==> src/rtl/ipsxe_fft_sdf_r2_stage_pkg.sv <==
`default_nettype none
// ============================================================================
// Module      : ipsxe_fft_sdf_r2_stage_pkg
// Description : Shared types and width constants for the radix-2 SDF stage.
// Revision    : 1.0 - initial release
// ============================================================================
package ipsxe_fft_sdf_r2_stage_pkg;

    typedef enum logic {
        PH_STORE = 1'b0,
        PH_BFLY  = 1'b1
    } phase_e;

    localparam int c_GROWTH_BITS = 1;

endpackage : ipsxe_fft_sdf_r2_stage_pkg
`default_nettype wire

==> src/rtl/ipsxe_fft_sdf_r2_stage_shreg.sv <==
`default_nettype none
// ============================================================================
// Module      : ipsxe_fft_sdf_r2_stage_shreg
// Description : Fixed-latency distributed shift register with clock enable.
// Revision    : 1.0 - initial release
// ============================================================================
module ipsxe_fft_sdf_r2_stage_shreg #(
    parameter int WIDTH       = 34,
    parameter int FIXED_DEPTH = 8,
    parameter int OUT_REG     = 0
) (
    input  logic             clk,
    input  logic             rst,
    input  logic             i_clken,
    input  logic [WIDTH-1:0] i_din,
    output logic [WIDTH-1:0] o_dout
);

    logic [WIDTH-1:0] r_mem_q [FIXED_DEPTH];
    logic [WIDTH-1:0] w_mem_d [FIXED_DEPTH];

    always_comb begin
        for (int i = 0; i < FIXED_DEPTH; i++) begin
            w_mem_d[i] = r_mem_q[i];
        end
        if (i_clken) begin
            w_mem_d[0] = i_din;
            for (int i = 1; i < FIXED_DEPTH; i++) begin
                w_mem_d[i] = r_mem_q[i-1];
            end
        end
    end

    always_ff @(posedge clk or posedge rst) begin
        if (rst) begin
            for (int i = 0; i < FIXED_DEPTH; i++) begin
                r_mem_q[i] <= '0;
            end
        end else begin
            for (int i = 0; i < FIXED_DEPTH; i++) begin
                r_mem_q[i] <= w_mem_d[i];
            end
        end
    end

    generate
        if (OUT_REG != 0) begin : g_out_reg
            logic [WIDTH-1:0] r_dout_q;
            logic [WIDTH-1:0] w_dout_d;

            always_comb begin
                w_dout_d = i_clken ? r_mem_q[FIXED_DEPTH-1] : r_dout_q;
            end

            always_ff @(posedge clk or posedge rst) begin
                if (rst) begin
                    r_dout_q <= '0;
                end else begin
                    r_dout_q <= w_dout_d;
                end
            end

            assign o_dout = r_dout_q;
        end else begin : g_comb_out
            assign o_dout = r_mem_q[FIXED_DEPTH-1];
        end
    endgenerate

endmodule : ipsxe_fft_sdf_r2_stage_shreg
`default_nettype wire

==> src/rtl/ipsxe_fft_sdf_r2_stage.sv <==
`default_nettype none
// ============================================================================
// Module      : ipsxe_fft_sdf_r2_stage
// Description : Radix-2 DIF single-path-delay-feedback butterfly stage.
// Revision    : 1.0 - initial release
// ============================================================================
module ipsxe_fft_sdf_r2_stage
    import ipsxe_fft_sdf_r2_stage_pkg::*;
#(
    parameter int DATA_WIDTH = 16,
    parameter int LOG2_DELAY = 3
) (
    input  logic                  clk,
    input  logic                  rst,
    input  logic                  i_valid,
    input  logic                  i_sof,
    input  logic [DATA_WIDTH-1:0] i_re,
    input  logic [DATA_WIDTH-1:0] i_im,
    output logic                  o_valid,
    output logic                  o_sof,
    output logic [DATA_WIDTH:0]   o_re,
    output logic [DATA_WIDTH:0]   o_im
);

    localparam int              c_OW       = DATA_WIDTH + c_GROWTH_BITS;
    localparam int              c_CW       = LOG2_DELAY + 1;
    localparam int              c_D        = 1 << LOG2_DELAY;
    localparam logic [c_CW-1:0] c_CNT_D    = c_CW'(c_D);
    localparam logic [c_CW-1:0] c_CNT_LAST = {c_CW{1'b1}};

    logic [c_CW-1:0]   r_cnt_q, w_cnt_d, w_cnt_eff;
    logic              r_primed_q, w_primed_d, w_primed_eff;
    logic              r_primed2_q, w_primed2_d, w_primed2_eff;
    logic              r_sof_pend_q, w_sof_pend_d, w_sof_pend_eff;
    logic              r_valid_q, w_valid_d;
    logic              r_sof_q, w_sof_d;
    logic [c_OW-1:0]   r_re_q, w_re_d;
    logic [c_OW-1:0]   r_im_q, w_im_d;

    logic              w_sof_in, w_realign, w_at_first_bfly, w_cand_ok;
    phase_e            w_phase;
    logic [c_OW-1:0]   w_in_re, w_in_im, w_dly_re, w_dly_im;
    logic [c_OW-1:0]   w_sum_re, w_sum_im, w_diff_re, w_diff_im;
    logic [c_OW-1:0]   w_cand_re, w_cand_im;
    logic [2*c_OW-1:0] w_fb_din, w_fb_dout;

    ipsxe_fft_sdf_r2_stage_shreg #(
        .WIDTH       (2 * c_OW),
        .FIXED_DEPTH (c_D),
        .OUT_REG     (0)
    ) u_fb_delay (
        .clk     (clk),
        .rst     (rst),
        .i_clken (i_valid),
        .i_din   (w_fb_din),
        .o_dout  (w_fb_dout)
    );

    always_comb begin
        w_sof_in        = i_valid & i_sof;
        // An i_sof landing mid-block restarts the block and drops stored differences.
        w_realign       = w_sof_in & (r_cnt_q != '0);
        w_cnt_eff       = w_sof_in ? '0 : r_cnt_q;
        w_phase         = phase_e'(w_cnt_eff[c_CW-1]);
        w_at_first_bfly = (w_cnt_eff == c_CNT_D);
        w_primed_eff    = r_primed_q & ~w_realign;
        w_primed2_eff   = r_primed2_q & ~w_realign;
        w_sof_pend_eff  = r_sof_pend_q | w_sof_in;

        w_in_re   = {i_re[DATA_WIDTH-1], i_re};
        w_in_im   = {i_im[DATA_WIDTH-1], i_im};
        w_dly_re  = w_fb_dout[2*c_OW-1:c_OW];
        w_dly_im  = w_fb_dout[c_OW-1:0];
        w_sum_re  = w_dly_re + w_in_re;
        w_sum_im  = w_dly_im + w_in_im;
        w_diff_re = w_dly_re - w_in_re;
        w_diff_im = w_dly_im - w_in_im;

        w_cnt_d      = r_cnt_q;
        w_primed_d   = w_primed_eff;
        w_primed2_d  = w_primed2_eff;
        w_sof_pend_d = w_sof_pend_eff;
        if (i_valid) begin
            w_cnt_d = w_cnt_eff + 1'b1;
            if (w_at_first_bfly) begin
                w_primed_d   = 1'b1;
                w_sof_pend_d = 1'b0;
            end
            if (w_cnt_eff == c_CNT_LAST) begin
                w_primed2_d = 1'b1;
            end
        end

        if (w_phase == PH_BFLY) begin
            w_fb_din  = {w_diff_re, w_diff_im};
            w_cand_re = w_sum_re;
            w_cand_im = w_sum_im;
            w_cand_ok = w_primed_eff | w_at_first_bfly;
        end else begin
            w_fb_din  = {w_in_re, w_in_im};
            w_cand_re = w_dly_re;
            w_cand_im = w_dly_im;
            w_cand_ok = w_primed2_eff;
        end

        w_valid_d = i_valid & w_cand_ok;
        w_sof_d   = i_valid & w_at_first_bfly & w_sof_pend_eff;
        w_re_d    = i_valid ? w_cand_re : r_re_q;
        w_im_d    = i_valid ? w_cand_im : r_im_q;
    end

    always_ff @(posedge clk or posedge rst) begin
        if (rst) begin
            r_cnt_q      <= '0;
            r_primed_q   <= 1'b0;
            r_primed2_q  <= 1'b0;
            r_sof_pend_q <= 1'b0;
            r_valid_q    <= 1'b0;
            r_sof_q      <= 1'b0;
            r_re_q       <= '0;
            r_im_q       <= '0;
        end else begin
            r_cnt_q      <= w_cnt_d;
            r_primed_q   <= w_primed_d;
            r_primed2_q  <= w_primed2_d;
            r_sof_pend_q <= w_sof_pend_d;
            r_valid_q    <= w_valid_d;
            r_sof_q      <= w_sof_d;
            r_re_q       <= w_re_d;
            r_im_q       <= w_im_d;
        end
    end

    assign o_valid = r_valid_q;
    assign o_sof   = r_sof_q;
    assign o_re    = r_re_q;
    assign o_im    = r_im_q;

endmodule : ipsxe_fft_sdf_r2_stage
`default_nettype wire

==> config.mk <==
export PLATFORM = sky130hd
export DESIGN_NAME = ipsxe_fft_sdf_r2_stage
export DESIGN_NICKNAME = d
export VERILOG_FILES = /design/src/rtl/ipsxe_fft_sdf_r2_stage_pkg.sv /design/src/rtl/ipsxe_fft_sdf_r2_stage_shreg.sv /design/src/rtl/ipsxe_fft_sdf_r2_stage.sv
export SDC_FILE = /design/constraint.sdc
export NUM_CORES = 1
export LEC_CHECK = 0
export CORE_ASPECT_RATIO = 0.7
export CORE_MARGIN = 3
export CORE_UTILIZATION = 35
export CTS_BUF_LIST = sky130_fd_sc_hd__clkbuf_16
export DETAILED_ROUTE_END_ITERATION = 12
export SYNTH_ARGS = -nofsm -noshare
export SYNTH_HDL_FRONTEND = slang
export SYNTH_SLANG_ARGS = --single-unit
==> constraint.sdc <==
create_clock -name clk -period 26.5 [get_ports clk]
set_clock_uncertainty 0.2 [all_clocks]
set_input_delay 2.65 -clock clk [delete_from_list [all_inputs] [get_ports clk]]
set_output_delay 2.65 -clock clk [all_outputs]
set_load 0.01 [all_outputs]
---- Word level (Yosys, flattened, before mapping) ----
Index checks and enable logic that the tools add are counted.
W data, S select, Z words.
word-level totals
  word-level logic and storage cells ...... 45
  register bits after elaboration ......... 315
  input port bits ......................... 36
operators by class
  equality and inequality tests ........... 2
  add/subtract/negate cells ............... 5
  multiplexer cells ....................... 11
  reduce and logical (&&, ||, !) cells .... 1
  bitwise gates (word level) .............. 10
operators with widths
  cell                   count
  $add A17 B17 Y17       2
  $mux W17               2
  $mux W34               1
  $sub A17 B17 Y17       2
  $eq A4 B4 Y1 const B   2
  $and A1 B1 Y1          7
  $mux W1                7
  $add A4 B1 Y4 const B  1
  $mux W4                1
  $reduce_bool A4 Y1     1
  $or A1 B1 Y1           2
  $not A1 Y1             1

---- Logic depth before layout (Yosys ltp) ----
  depth after elaboration ................. 7
  gate-level depth with buffers ........... 10
  gate-level depth less buffers ........... 10

---- Modules after synthesis ----
Synthesis repeated with hierarchy kept, for this count alone.
second synthesis, totals
  cells, all modules ...................... 1365
  area total of the unflattened synthesis .. 16341.9 µm²
by module, submodules not included
  module                        instances  cells each  area each (µm²)
  ipsxe_fft_sdf_r2_stage_shreg  1          609         10662.7
  ipsxe_fft_sdf_r2_stage        1          756         5679.2

---- Least setup slack after synthesis ----
No wires, ideal clock.
  path kind ............................... in2reg
  from .................................... in i_im[8]
  to ...................................... reg r_im_q[13] (netlist: o_im[13])
  setup slack ............................. 21.630 ns
  arrival time ............................ 4.544 ns
  data required time ...................... 26.174 ns
  cell stages on the path ................. 8
  path through ............................ inv_1 ha_1 buf_2 or4_1 o311ai_2 o22ai_1 xnor2_1 a221o_1
on the way
  word-level cells in the longest chain between the ends .. 2
RTL lines
  element                 line                           RTL
  start: declaration      ipsxe_fft_sdf_r2_stage.sv:18   input logic [DATA_WIDTH-1:0] i_im,
  $add A17 B17 Y17        ipsxe_fft_sdf_r2_stage.sv:75   w_sum_im = w_dly_im + w_in_im;
  $mux W17                ipsxe_fft_sdf_r2_stage.sv:94   if (w_phase == PH_BFLY) begin
  end signal: assignment  ipsxe_fft_sdf_r2_stage.sv:130  r_im_q <= w_im_d;
  end: declaration        ipsxe_fft_sdf_r2_stage.sv:38   logic [c_OW-1:0] r_im_q, w_im_d;
No other way between the ends.
A chain may end at the register's enable or synchronous reset.

---- Final worst setup path ----
  from .................................... in i_valid
  to ...................................... reg u_fb_delay.r_mem_q[270] (netlist bit)
on the way
  word-level cells in the longest chain between the ends .. 3
RTL lines
  element                         line                                RTL
  start: declaration              ipsxe_fft_sdf_r2_stage.sv:15        input logic i_valid,
  $and A1 B1 Y1                   ipsxe_fft_sdf_r2_stage.sv:60        w_sof_in = i_valid & i_sof;
  $mux W4                         ipsxe_fft_sdf_r2_stage.sv:63        w_cnt_eff = w_sof_in ? '0 : r_cnt_q;
  $mux W34                        ipsxe_fft_sdf_r2_stage.sv:94
  end signal: indexed assignment  ipsxe_fft_sdf_r2_stage_shreg.sv:41  r_mem_q[i] <= w_mem_d[i];
  end: declaration                ipsxe_fft_sdf_r2_stage_shreg.sv:19  logic [WIDTH-1:0] r_mem_q [FIXED_DEPTH];
Parallel ways exist; a longest one is shown, timed or not.

==> metrics.md <==
| Metric | Value |
|---|---|
| Status | `complete, no violations` |
| Clock Power Share | `0.219` |
| Clk slew on worst S/H paths | `0.06 ns` |
| Asr flop ratio synth | `1.00` |
| Ys flop type | `dfrtp_1` |
| DRT Pass-1 Iters | `5` |
| Port Buffers | `71` |
| Mux contribution to synthesized area | `0.181` |
| Slew Viols, Final | `0` |
| Critical Path RT | `26.80 ns` |
| Critical path startpoint | `i_valid` |
| Synth Area in Simple Gates | `0.0809` |
| Cell count after synthesis | `1362` |
| Seq pwr share | `0.403` |
| Leak | `7.59 nW` |
| Post-CTS Setup Bufs | `0` |
| GRT overflow | `0` |
| Ports | `72` |
| # H-tree levels | `1` |
| Setup_tns | `0 ns` |
| Worst-path maximum fanout | `188` |
| Detail Route Antenna Nets | `0` |
| Post-Syn Area | `0.0156 sq mm` |
| Hold WC Path Type | `reg -> reg` |
| Complex-gate fraction of the synthesized area | `0.114` |
| Total Wirelength | `33500 um` |
| Slew @ Worst Pin | `1.15 ns` |
| DR WL/cell | `16.7 um` |
| Pwr Density | `110 mW/mm^2` |
| Library cells used by synthesis | `72` |
| Final hold vios | `0` |
| Fin crit share | `0.203` |
| Clk buf depth | `3` |
| Syn avg cell area | `11.4 sq um` |
| Startpoint Class | `primary input` |
| Antenna fix cells | `0` |
| Synth Area in Adders | `0.0581` |
| Cell-internal power | `1.28 mW` |
| Ratio of cells with drive above 1 in the final layout | `0.221` |
| Relative slew slack | `0.236` |
| # DRC | `0` |
| Synth Warn # | `0` |
| Critical path class | `in -> reg` |
| Fin util | `0.406` |
| Die area | `0.0472 sq mm` |
| Number of synthesized flops with an enable pin | `0` |
| Syn Nets | `1468` |
| # clock sinks | `315` |
| Die Width | `258 um` |
| Seq/Total Area, Yosys | `0.505` |
| Initial antenna violation count | `0` |
| Global Route Usage Sum | `0.142` |
| Clk_lat worst skew | `0.56 ns` |
| Met1 Usage GRT | `0.215` |
| Initial core utilization | `0.356` |
| Sw Ratio | `0.348` |
| Cts bufs inserted | `30` |
| GP Congestion | `0.855` |
| Switching power total | `0.684 mW` |
| Final setup viols | `0` |
| Initial DRC count | `697` |
| Rows | `64` |
| CTS tree | `yes` |
| Via count | `10200` |
| Post-cts sizing count | `0` |
| Met2 Use GR | `0.216` |
| Vias in the first global route | `10000` |
| First-pass GRT wire length | `54700 um` |
| GR peak layer | `met2` |
| Commonest non-fill, non-tap cell in the layout | `dfrtp_1` |
| CTS Hold Buffers Added | `0` |
| Fmax | `186 MHz` |
| DR vias/cell | `5.05` |
| Largest family of logic cells by synthesized area | `multiplexers` |
| Grt met3 use | `0.0252` |
| Fillers | `4203` |
| Die Ht | `183 um` |
| Post-route minimum period | `5.39 ns` |
| Largest net degree at the start of global routing | `189` |
| Unrepaired setup endpoints after global routing | `no` |
| Max cap viols | `0` |
| Root buffer cell | `clkbuf_16` |
| Hold path start | `r_sof_pend_q$_DFF_PP0_` |
| Reg-to-reg startpoint | `u_fb_delay.o_dout[24]$_DFFE_PP0P_` |
| #FFs+latches synth | `315` |
| Xor/xnor share of the synthesized area | `0.0219` |
| Logic pwr share | `0.378` |
| Most frequent cells in the layout | `dfrtp_1, mux2_2, nor2_1` |
| CP Data Arrival Time | `5.68 ns` |
| VDD IR max | `0.0624 mV` |
| Syn-to-layout area delta | `14.1%` |
| Post-DP HPWL | `22400 um` |
| Core ar. | `0.0438 sq mm` |
| Setup crit end kind | `flip-flop` |
| Final Net Count | `1502` |
area by class of cell:
class,count,area [sq um],area share
well taps,594,743,0.0418
clock inverters,23,198,0.0111
flip-flops and latches,315,7880,0.443
clock buffers,31,776,0.0436
multi-input cells,892,7110,0.399
repair buffers,79,788,0.0443
inverters,78,300,0.0169
layer usage:
layer | up-vias | part of all wire
met5 | - | 0
met3 | 31 | 0.052
met1 | 5057 | 0.50
met4 | 0 | 0.015
met2 | 205 | 0.43
li1 | 4876 | -
power groups by stage:
| stage | registers, mW | clock network [mW] | logic, mW |
|---|---|---|---|
| 3_5_place_dp | 0.803 | 0 | 0.738 |
| 6_report | 0.793 | 0.430 | 0.743 |
| 3_3_place_gp | 0.796 | 0 | 0.722 |
| 4_1_cts | 0.796 | 0.446 | 0.742 |
| 2_1_floorplan | 0.767 | 0 | 0.544 |
| 5_1_grt | 0.820 | 0.468 | 0.821 |
metrics by stage:
step                cells  instance area, sq um  total power, mW  hold slack (ns)  setup WS [ns]
floorplan            1362                 15600             1.31            0.238          14.94
global placement     1958                 16800             1.52            0.267          20.55
detailed placement   1958                 16800             1.54            0.259          20.55
CTS                  2012                 17800             1.98            0.275          21.15
global route         2012                 17800             2.11            0.304          20.86
finish               2012                 17800             1.97            0.277          21.11
final timing paths:
| path | cells past startpoint | to | slack, ns |
|---|---|---|---|
| setup / recovery | 5 | u_fb_delay.r_mem_q[270]$_DFFE_PP0P_ | 21.11 |
| setup reg to reg | 7 | u_fb_delay.r_mem_q[270]$_DFFE_PP0P_ | 23.41 |
| min in group asynchronous | 2 | u_fb_delay.o_dout[12]$_DFFE_PP0P_ | 2.41 |
| hold / removal | 2 | r_sof_pend_q$_DFF_PP0_ | 0.28 |
| hold reg to reg | 2 | r_sof_pend_q$_DFF_PP0_ | 0.28 |
| max in group asynchronous | 3 | u_fb_delay.r_mem_q[125]$_DFFE_PP0P_ | 22.07 |
registers in the layout (all words and copies together) (netlist names):
register,flops
u_fb_delay.r_mem_q,238
u_fb_delay.o_dout,34
o_im,17
o_re,17
r_cnt_q,4
o_sof,1
o_valid,1
r_primed2_q,1
r_primed_q,1
r_sof_pend_q,1
cells in the mapped netlist (3+ instances only):
| cell | instances | share of area |
|---|---|---|
| dfrtp_1 | 315 | 0.51 |
| mux2_2 | 243 | 0.18 |
| nor2_1 | 90 | 0.022 |
| a21oi_1 | 87 | 0.028 |
| inv_1 | 76 | 0.018 |
| ha_1 | 66 | 0.053 |
| clkbuf_1 | 61 | 0.015 |
| nand2_1 | 59 | 0.014 |
| o21ai_0 | 52 | 0.017 |
| xnor2_1 | 36 | 0.020 |
| nand3_1 | 21 | 0.0067 |
| and3_1 | 19 | 0.0076 |
| nor3_1 | 18 | 0.0058 |
| a21o_1 | 15 | 0.0072 |
| nor2b_1 | 14 | 0.0056 |
| a31oi_1 | 13 | 0.0052 |
| o31ai_1 | 12 | 0.0058 |
| a221o_1 | 10 | 0.0064 |
| buf_2 | 9 | 0.0029 |
| mux2i_1 | 9 | 0.0058 |
| nand2b_1 | 9 | 0.0036 |
| o21a_1 | 9 | 0.0043 |
| a211oi_1 | 8 | 0.0039 |
| nand4_1 | 6 | 0.0024 |
| o211ai_1 | 5 | 0.0024 |
| o21bai_1 | 5 | 0.0024 |
| o22ai_1 | 5 | 0.0020 |
| o31a_1 | 5 | 0.0028 |
| and2_1 | 4 | 0.0016 |
| fa_1 | 4 | 0.0051 |
| nor4_1 | 4 | 0.0016 |
| or3_1 | 4 | 0.0016 |
| or4_1 | 4 | 0.0019 |
| a211o_1 | 3 | 0.0017 |
| a21boi_0 | 3 | 0.0014 |
| buf_1 | 3 | 0.00072 |
| buf_4 | 3 | 0.0014 |
| nor3b_1 | 3 | 0.0014 |
| o221ai_1 | 3 | 0.0017 |
| o311ai_0 | 3 | 0.0017 |
| or2_2 | 3 | 0.0012 |
| xor2_1 | 3 | 0.0017 |
logic make-up (layout without fill, tap and decap cells):
| family | after synthesis | after routing |
|---|---|---|
| DFF | 315 | 315 |
| adders and majority gates | 70 | 70 |
| buffers and inverters | 155 | 211 |
| xor gates and xnor gates | 39 | 39 |
| and+or+nand+nor | 265 | 265 |
| AOI/OAI and AO/OA | 266 | 266 |
| muxes | 252 | 252 |
worst max-delay path, cell delays in order:
cell	delay, ns
buf_8	0.61
buf_12	0.68
nand2_1	0.70
o41ai_1	0.53
a221o_1	0.19
(Power assumes the default switching activity.)
